**config.mk**
```make
export PLATFORM = sky130hd
export DESIGN_NAME = bcd_8
export DESIGN_NICKNAME = d
export VERILOG_FILES = /design/src/rtl/bcd_8.sv
export SDC_FILE = /design/constraint.sdc
export NUM_CORES = 1
export LEC_CHECK = 0
export CORE_MARGIN = 2
export CORE_UTILIZATION = 56
export CTS_CLUSTER_DIAMETER = 150
export DETAILED_ROUTE_END_ITERATION = 6
export PLACE_DENSITY = 0.9
export RECOVER_POWER = 25
export SLEW_MARGIN = 20
export SYNTH_ARGS = -nofsm -noshare
export SYNTH_HDL_FRONTEND = slang
export SYNTH_SLANG_ARGS = --single-unit
```
**constraint.sdc**
```tcl
create_clock -name clk -period 13 [get_ports clk]
set_input_delay 3.25 -clock clk [delete_from_list [all_inputs] [get_ports clk]]
set_output_delay 3.25 -clock clk [all_outputs]
set_load 0.005 [all_outputs]
```
**src/rtl/bcd_8.sv**
```systemverilog
// Registered 8-bit binary to 3-digit BCD converter using an unrolled double-dabble network.
// Latency 1 clk, one conversion per cycle, no handshake (always accepts a new value).
module bcd_8 (
  input  logic       clk,
  input  logic       rst_n,
  input  logic [7:0] binary_in,
  output logic [3:0] hundreds,
  output logic [3:0] tens,
  output logic [3:0] units
);

  logic [19:0] scratch;
  logic [3:0]  hundreds_d, tens_d, units_d;
  logic [3:0]  hundreds_q, tens_q, units_q;

  // Each iteration is a separate slice of combinational logic once unrolled.
  always_comb begin
    scratch = {12'b0, binary_in};
    for (int i = 0; i < 8; i++) begin
      if (scratch[11:8] >= 4'd5) begin
        scratch[11:8] = scratch[11:8] + 4'd3;
      end
      if (scratch[15:12] >= 4'd5) begin
        scratch[15:12] = scratch[15:12] + 4'd3;
      end
      if (scratch[19:16] >= 4'd5) begin
        scratch[19:16] = scratch[19:16] + 4'd3;
      end
      scratch = {scratch[18:0], 1'b0};
    end
    units_d    = scratch[11:8];
    tens_d     = scratch[15:12];
    hundreds_d = scratch[19:16];
  end

  always_ff @(posedge clk) begin
    if (!rst_n) begin
      hundreds_q <= 4'd0;
      tens_q     <= 4'd0;
      units_q    <= 4'd0;
    end else begin
      hundreds_q <= hundreds_d;
      tens_q     <= tens_d;
      units_q    <= units_d;
    end
  end

  assign hundreds = hundreds_q;
  assign tens     = tens_q;
  assign units    = units_q;

endmodule

```
==> reports/qor.csv, run 1 <==
stage,metric,value,unit
global_route,overflow,0,
cells_and_area,syn2layout_area_growth,20.21,%
synth,syn_area,1189,sq um
synth,avgSynthCellArea,7.924,sq um
synth,async_flop_share,0,
synth,synthAdderAreaFrac,0.08421,
hold_path,hp-class,in -> reg,
pwr,irDropWorstVdd,0.07157,mV
clock_network,clk_transition_reported_paths,60,ps
placed_design,post-dp-hpwl,2168,microns
cells_and_area,nets,189,
pwr,p_seq_frac,0.232,
setup_path,crit_arrival,8190,ps
sta,holdWs,3585,ps
sta,maxSlewHeadroom,0.6169,
route,wl_per_cell,14.02,microns
synth,yosys_most_used_dff,dfxtp_1,
run,maxCapViolations,0,
synth,ys_ff_latch,10,
pwr,pwr-share-clk,0.166,
cells_and_area,final_core_utilization,0.7210,
die,core_area,1982,sq um
clock_network,clock-sinks,10,
synth,netlist-cell-type-count,55,
route,vias,1226,
setup_path,start_kind,primary input,
synth,synth_xor_area_frac,0.02947,
route,viasPerCell,6.223,
setup_path,worstPathRequired,13190,ps
sta,tns,0,ps
clock_network,clock-root-buffer,clkbuf_4,
route,drtIter0Drc,42,
pwr,p_int,98.27,uW
global_route,grt_pass1_wl,4740,microns
cells_and_area,ff_latch_area,200.2,sq um
synth,yosys.area_share.simple,0.2453,
route,wirelength,2762,microns
pwr,cellPowerDensity,115.5,nW/um^2
cells_and_area,layout_common_cells,"nand2_1, clkdlybuf4s50_1, dfxtp_1",
cells_and_area,final_layout_size_suffix_gt1_frac,0.1000,
global_route,grt_usage,0.2344,
clock_network,cts_tree,done,
sta,tightest_slew,574.6,ps
clock_network,cts_buffers,3,
outcome,status,"complete, no violations",
synth,synth_mux_area_frac,0.08000,
global_route,grt_pass1_vias,1144,
setup_path,crit_type,in -> reg,
route,drcViolationCount,0,
route,drtPass1Iterations,4,
pwr,switching_share,0.4045,
sta,setup-violations-final,0,
sta,period_minus_slack,7999,ps
sta,drv_slew,0,
global_route,grt_max_degree,15,
die,die_y,50.07,microns
cells_and_area,fillers,157,
pwr,p_leak,0.0005723,uW
pwr,p_sw,66.75,uW
route,detail-route-antenna-nets,0,
placed_design,gp_congestion,0.9287,
synth,synth_top_family_by_area,compound AO/OA/AOI/OAI gates,
clock_network,postCtsHoldBufs,0,
clock_network,clockBufferDepth,2,
sta,final_hold_viol_count,0,
clock_network,htreeDepth,1,
cells_and_area,multiInputGateArea,927.1,sq um
die,rows,16,
setup_path,endpoint_kind,register,
sta,finalCritPeriodShare,0.6153,
global_route,antenna_found_initial,0,
clock_network,ctsResizeCount,0,
sta,rsz0062_at_grt,no,
setup_path,crit_fanout,7,
die,start_util,0.5997,
die,dieArea,2507,sq um
synth,ys_seq_area_frac,0.1684,
cells_and_area,antenna_cells,0,
pwr,pwr-share-comb,0.601,
synth,synth_edf_count,0,
clock_network,cts_setup_buffers,0,
synth,synth-compound-area-share,0.3347,
die,io_pins,22,
sta,fmax,0.1250,GHz
synth,syn_inst,150,
cells_and_area,layout.cells.most_common,nand2_1,
die,die_x,50.07,microns
synth,ys_warn_count,0,
placed_design,portBuffers,19,
## final timing paths
check                 depth (start not counted)         start  slack (ps)  endpoint
worst min-delay path                          2  binary_in[0]        3590  units[0]
worst max-delay path                         18  binary_in[6]        5000  units[2]
## metal layers
layer	GRT usage	up-vias	share of wire
met4	0.06944	0	0.016
li1	-	609	-
met5	0	-	0
met2	0.4276	46	0.49
met1	0.2818	565	0.45
met3	0.02727	6	0.044
## metrics by stage
step / cell area (sq um) / total power, uW / cells / setup slack (ps)
floorplan: 1192 / 109.2 / 151 / 6085
global placement: 1393 / 133.6 / 193 / 5172
detailed placement: 1393 / 138.1 / 193 / 4838
CTS: 1429 / 166.1 / 197 / 5123
global route: 1429 / 177.3 / 197 / 4643
finish: 1429 / 165.0 / 197 / 5001
## synthesized netlist by cell type, types with 2 or more instances
master      n  area [sq um]
nand2_1    15         56.30
dfxtp_1    10         200.2
ha_1        8         100.1
inv_1       8         30.03
nor2_1      8         30.03
a21oi_1     7         35.03
o21ai_0     6         30.03
a31oi_1     5         31.28
a211oi_1    4         30.03
nand2b_1    4         25.02
a21o_1      3         22.52
and2_1      3         18.77
and3_1      3         18.77
mux2i_1     3         30.03
nand3_1     3         15.01
nor3_1      3         15.01
xnor2_1     3         26.28
a2111o_1    2         22.52
a2111oi_0   2         17.52
a21boi_0    2         15.01
a32oi_1     2         17.52
buf_4       2         15.01
inv_2       2         7.510
mux2_2      2         22.52
mux2i_2     2         27.53
nand3b_1    2         15.01
nand4_1     2         12.51
nor2b_1     2         12.51
nor3b_1     2         15.01
o21a_1      2         15.01
o21ai_1     2         10.01
or3_1       2         12.51
or3b_1      2         17.52
## sequential cells by signal (all words and copies together) (netlist names)
register / count
tens: 4
units: 4
hundreds: 2
## critical path, cell delays in order
cell and delay, ps:
clkdlybuf4s50_1 510, inv_1 140, ha_1 270, o21ai_0 130, xnor2_1 400, ha_1 290, nand2b_1 110, a32oi_2 380
xnor2_1 200, inv_2 160, ha_1 310, nor2b_1 460, nor2_1 80, a32oi_1 500, o221a_2 280, o21ai_1 160
or3b_1 390, a31oi_1 180
## cell type report
cell class / count / area share
multi-input cells: 126 / 0.6489
flip-flops and latches: 10 / 0.1401
repair buffers: 19 / 0.1331
inverters: 11 / 0.02890
clock buffers: 4 / 0.02539
well taps: 27 / 0.02364
## logic make-up after synthesis
| logic type | Yosys count |
|---|---|
| buffers and inverters | 15 |
| flip-flops | 10 |
| XOR/XNOR | 4 |
| AND/OR/NAND/NOR | 54 |
| adder cells (fa/ha/maj) | 8 |
| multiplexers | 8 |
| AO/OA/AOI/OAI | 50 |
| other | 1 |
## power groups by stage
stage,logic (uW),clock network [uW],registers (uW)
detailed placement,98.8,0,39.3
floorplan,69.4,0,39.8
global placement,94.8,0,38.8
finish,99.2,27.4,38.4
global route,109,29.6,38.7
CTS,99.2,28.2,38.6
(Power assumes the default switching activity.)
==> inputs of run 2 (changes only) <==
--- a/config.mk
+++ b/config.mk
@@ -6,10 +6,10 @@
 export NUM_CORES = 1
 export LEC_CHECK = 0
 export CORE_MARGIN = 2
-export CORE_UTILIZATION = 56
+export CORE_UTILIZATION = 47
 export CTS_CLUSTER_DIAMETER = 150
 export DETAILED_ROUTE_END_ITERATION = 6
-export PLACE_DENSITY = 0.9
+export PLACE_DENSITY = 0.81
 export RECOVER_POWER = 25
 export SLEW_MARGIN = 20
 export SYNTH_ARGS = -nofsm -noshare
==> constraint.sdc (replaced) <==
create_clock -name clk -period 6.9 [get_ports clk]
set_input_delay 1.725 -clock clk [delete_from_list [all_inputs] [get_ports clk]]
set_output_delay 1.725 -clock clk [all_outputs]
set_load 0.005 [all_outputs]
==> reports/qor.csv, run 2 (synthesis results as in run 1) <==
stage,metric,value,unit
outcome,status,"complete, no violations",
placed_design,post-dp-hpwl,2082,microns
cells_and_area,design_area,1440,sq um
placed_design,portBuffers,19,
pwr,cellPowerDensity,216.0,nW/um^2
setup_path,crit_arrival,6570,ps
sta,rsz0062_at_grt,no,
setup_path,crit_fanout,7,
clock_network,cts_tree,done,
clock_network,htreeDepth,1,
setup_path,start_kind,primary input,
sta,holdWs,2033,ps
route,wirelength,2698,microns
die,io_pins,22,
route,detail-route-antenna-nets,0,
route,drtIter0Drc,43,
die,die_y,54.29,microns
cells_and_area,syn2layout_area_growth,21.16,%
global_route,grt_max_degree,15,
die,dieArea,2947,sq um
setup_path,crit_type,in -> reg,
hold_path,hp-class,in -> reg,
placed_design,place_area,1404,sq um
global_route,grt_usage,0.1946,
setup_path,endpoint_kind,register,
clock_network,ctsResizeCount,0,
sta,fmax,0.1559,GHz
setup_path,crit_slowest_cell,clkdlybuf4s50_1,
pwr,p_leak,0.0005768,uW
pwr,irDropWorstVdd,0.1371,mV
route,vias,1226,
cells_and_area,antenna_cells,0,
sta,setup-violations-final,0,
clock_network,clock-sinks,10,
global_route,grt_pass1_wl,4347,microns
clock_network,cts_setup_buffers,0,
setup_path,worstPathRequired,7060,ps
sta,tns,0,ps
clock_network,clockBufferDepth,2,
clock_network,clock-root-buffer,clkbuf_4,
die,rows,18,
sta,finalCritPeriodShare,0.9297,
cells_and_area,layout_common_cells,"nand2_1, clkdlybuf4s50_1, dfxtp_1",
sta,tightest_slew,494.1,ps
setup_path,slowest_delay,580,ps
global_route,antenna_found_initial,0,
setup_path,crit_chain,clkdlybuf4s50_1 > inv_1 > ha_1 > o21ai_0 > xnor2_1 > ha_1 > nand2b_1 > a32oi_2 > xnor2_1 > inv_2 > ha_1 > nand2b_1 > nand2_1 > mux2i_2 > inv_2 > ha_1 > and3_1 > a31oi_1 > nor3b_1 > mux2_2,
cells_and_area,layout.cells.most_common,nand2_1,
placed_design,gp_congestion,0.9251,
route,drtPass1Iterations,4,
setup_path,worst-path-buf-inv,4,
setup_path,path_common_cell,ha_1,
cells_and_area,final_layout_size_suffix_gt1_frac,0.1053,
clock_network,postCtsHoldBufs,0,
sta,maxSlewHeadroom,0.6621,
route,drcViolationCount,0,
clock_network,cts_buffers,3,
die,start_util,0.4887,
die,core_area,2432,sq um
route,viasPerCell,6.100,
sta,final_hold_viol_count,0,
global_route,overflow,0,
route,wl_per_cell,13.42,microns
sta,drv_slew,0,
sta,period_minus_slack,6415,ps
global_route,grt_pass1_vias,1058,
cells_and_area,nets,190,
die,die_x,54.29,microns
run,maxCapViolations,0,
setup_path,path_delay_family,adder cells,
clock_network,clk_transition_reported_paths,70,ps
run 2: changes by cell type in the layout (fill, tap and decap cells not counted):
cell   before  now
buf_4       0    1
run 2: layout make-up:
type	instances	area [sq um]
fill	227	992.2
multi-input combinational	126	927.1
sequential	10	200.2
timing repair buffer	20	197.7
inverter	11	41.29
tap	30	37.54
clock buffer	4	36.28
run 2: layer usage:
metal	part of all wire	wire length (microns)	global-route usage
met5	0	0	0
met4	0.0085	23	0.05417
met3	0.035	95	0.02459
met2	0.50	1351	0.3434
met1	0.46	1228	0.2463
run 2: worst paths after layout:
| check | startpoint | end | slack [ps] | cells after the start |
|---|---|---|---|---|
| worst max-delay path | binary_in[6] | tens[3] | 480 | 20 |
| worst min-delay path | binary_in[0] | units[0] | 2030 | 2 |
run 2: through the flow:
stage | std cells | power [uW] | setup WS (ps) | util
after floorplan | 151 | 205.7 | 1510 | -
after global placement | 197 | 253.0 | 475.7 | 0.5772
after detailed placement | 197 | 259.2 | 275.0 | 0.5772
after CTS | 201 | 313.3 | 530.5 | 0.5921
after global routing | 201 | 334.0 | 74.72 | 0.5921
final | 201 | 311.1 | 484.8 | 0.5921
run 2: power by group:
part	internal (uW)	switching [uW]	leakage (uW)
Combinational	83.7	101	0.000473
Clock	32.1	21.8	0.0000210
Sequential	69.2	2.89	0.0000827
Total	185	126	0.000577
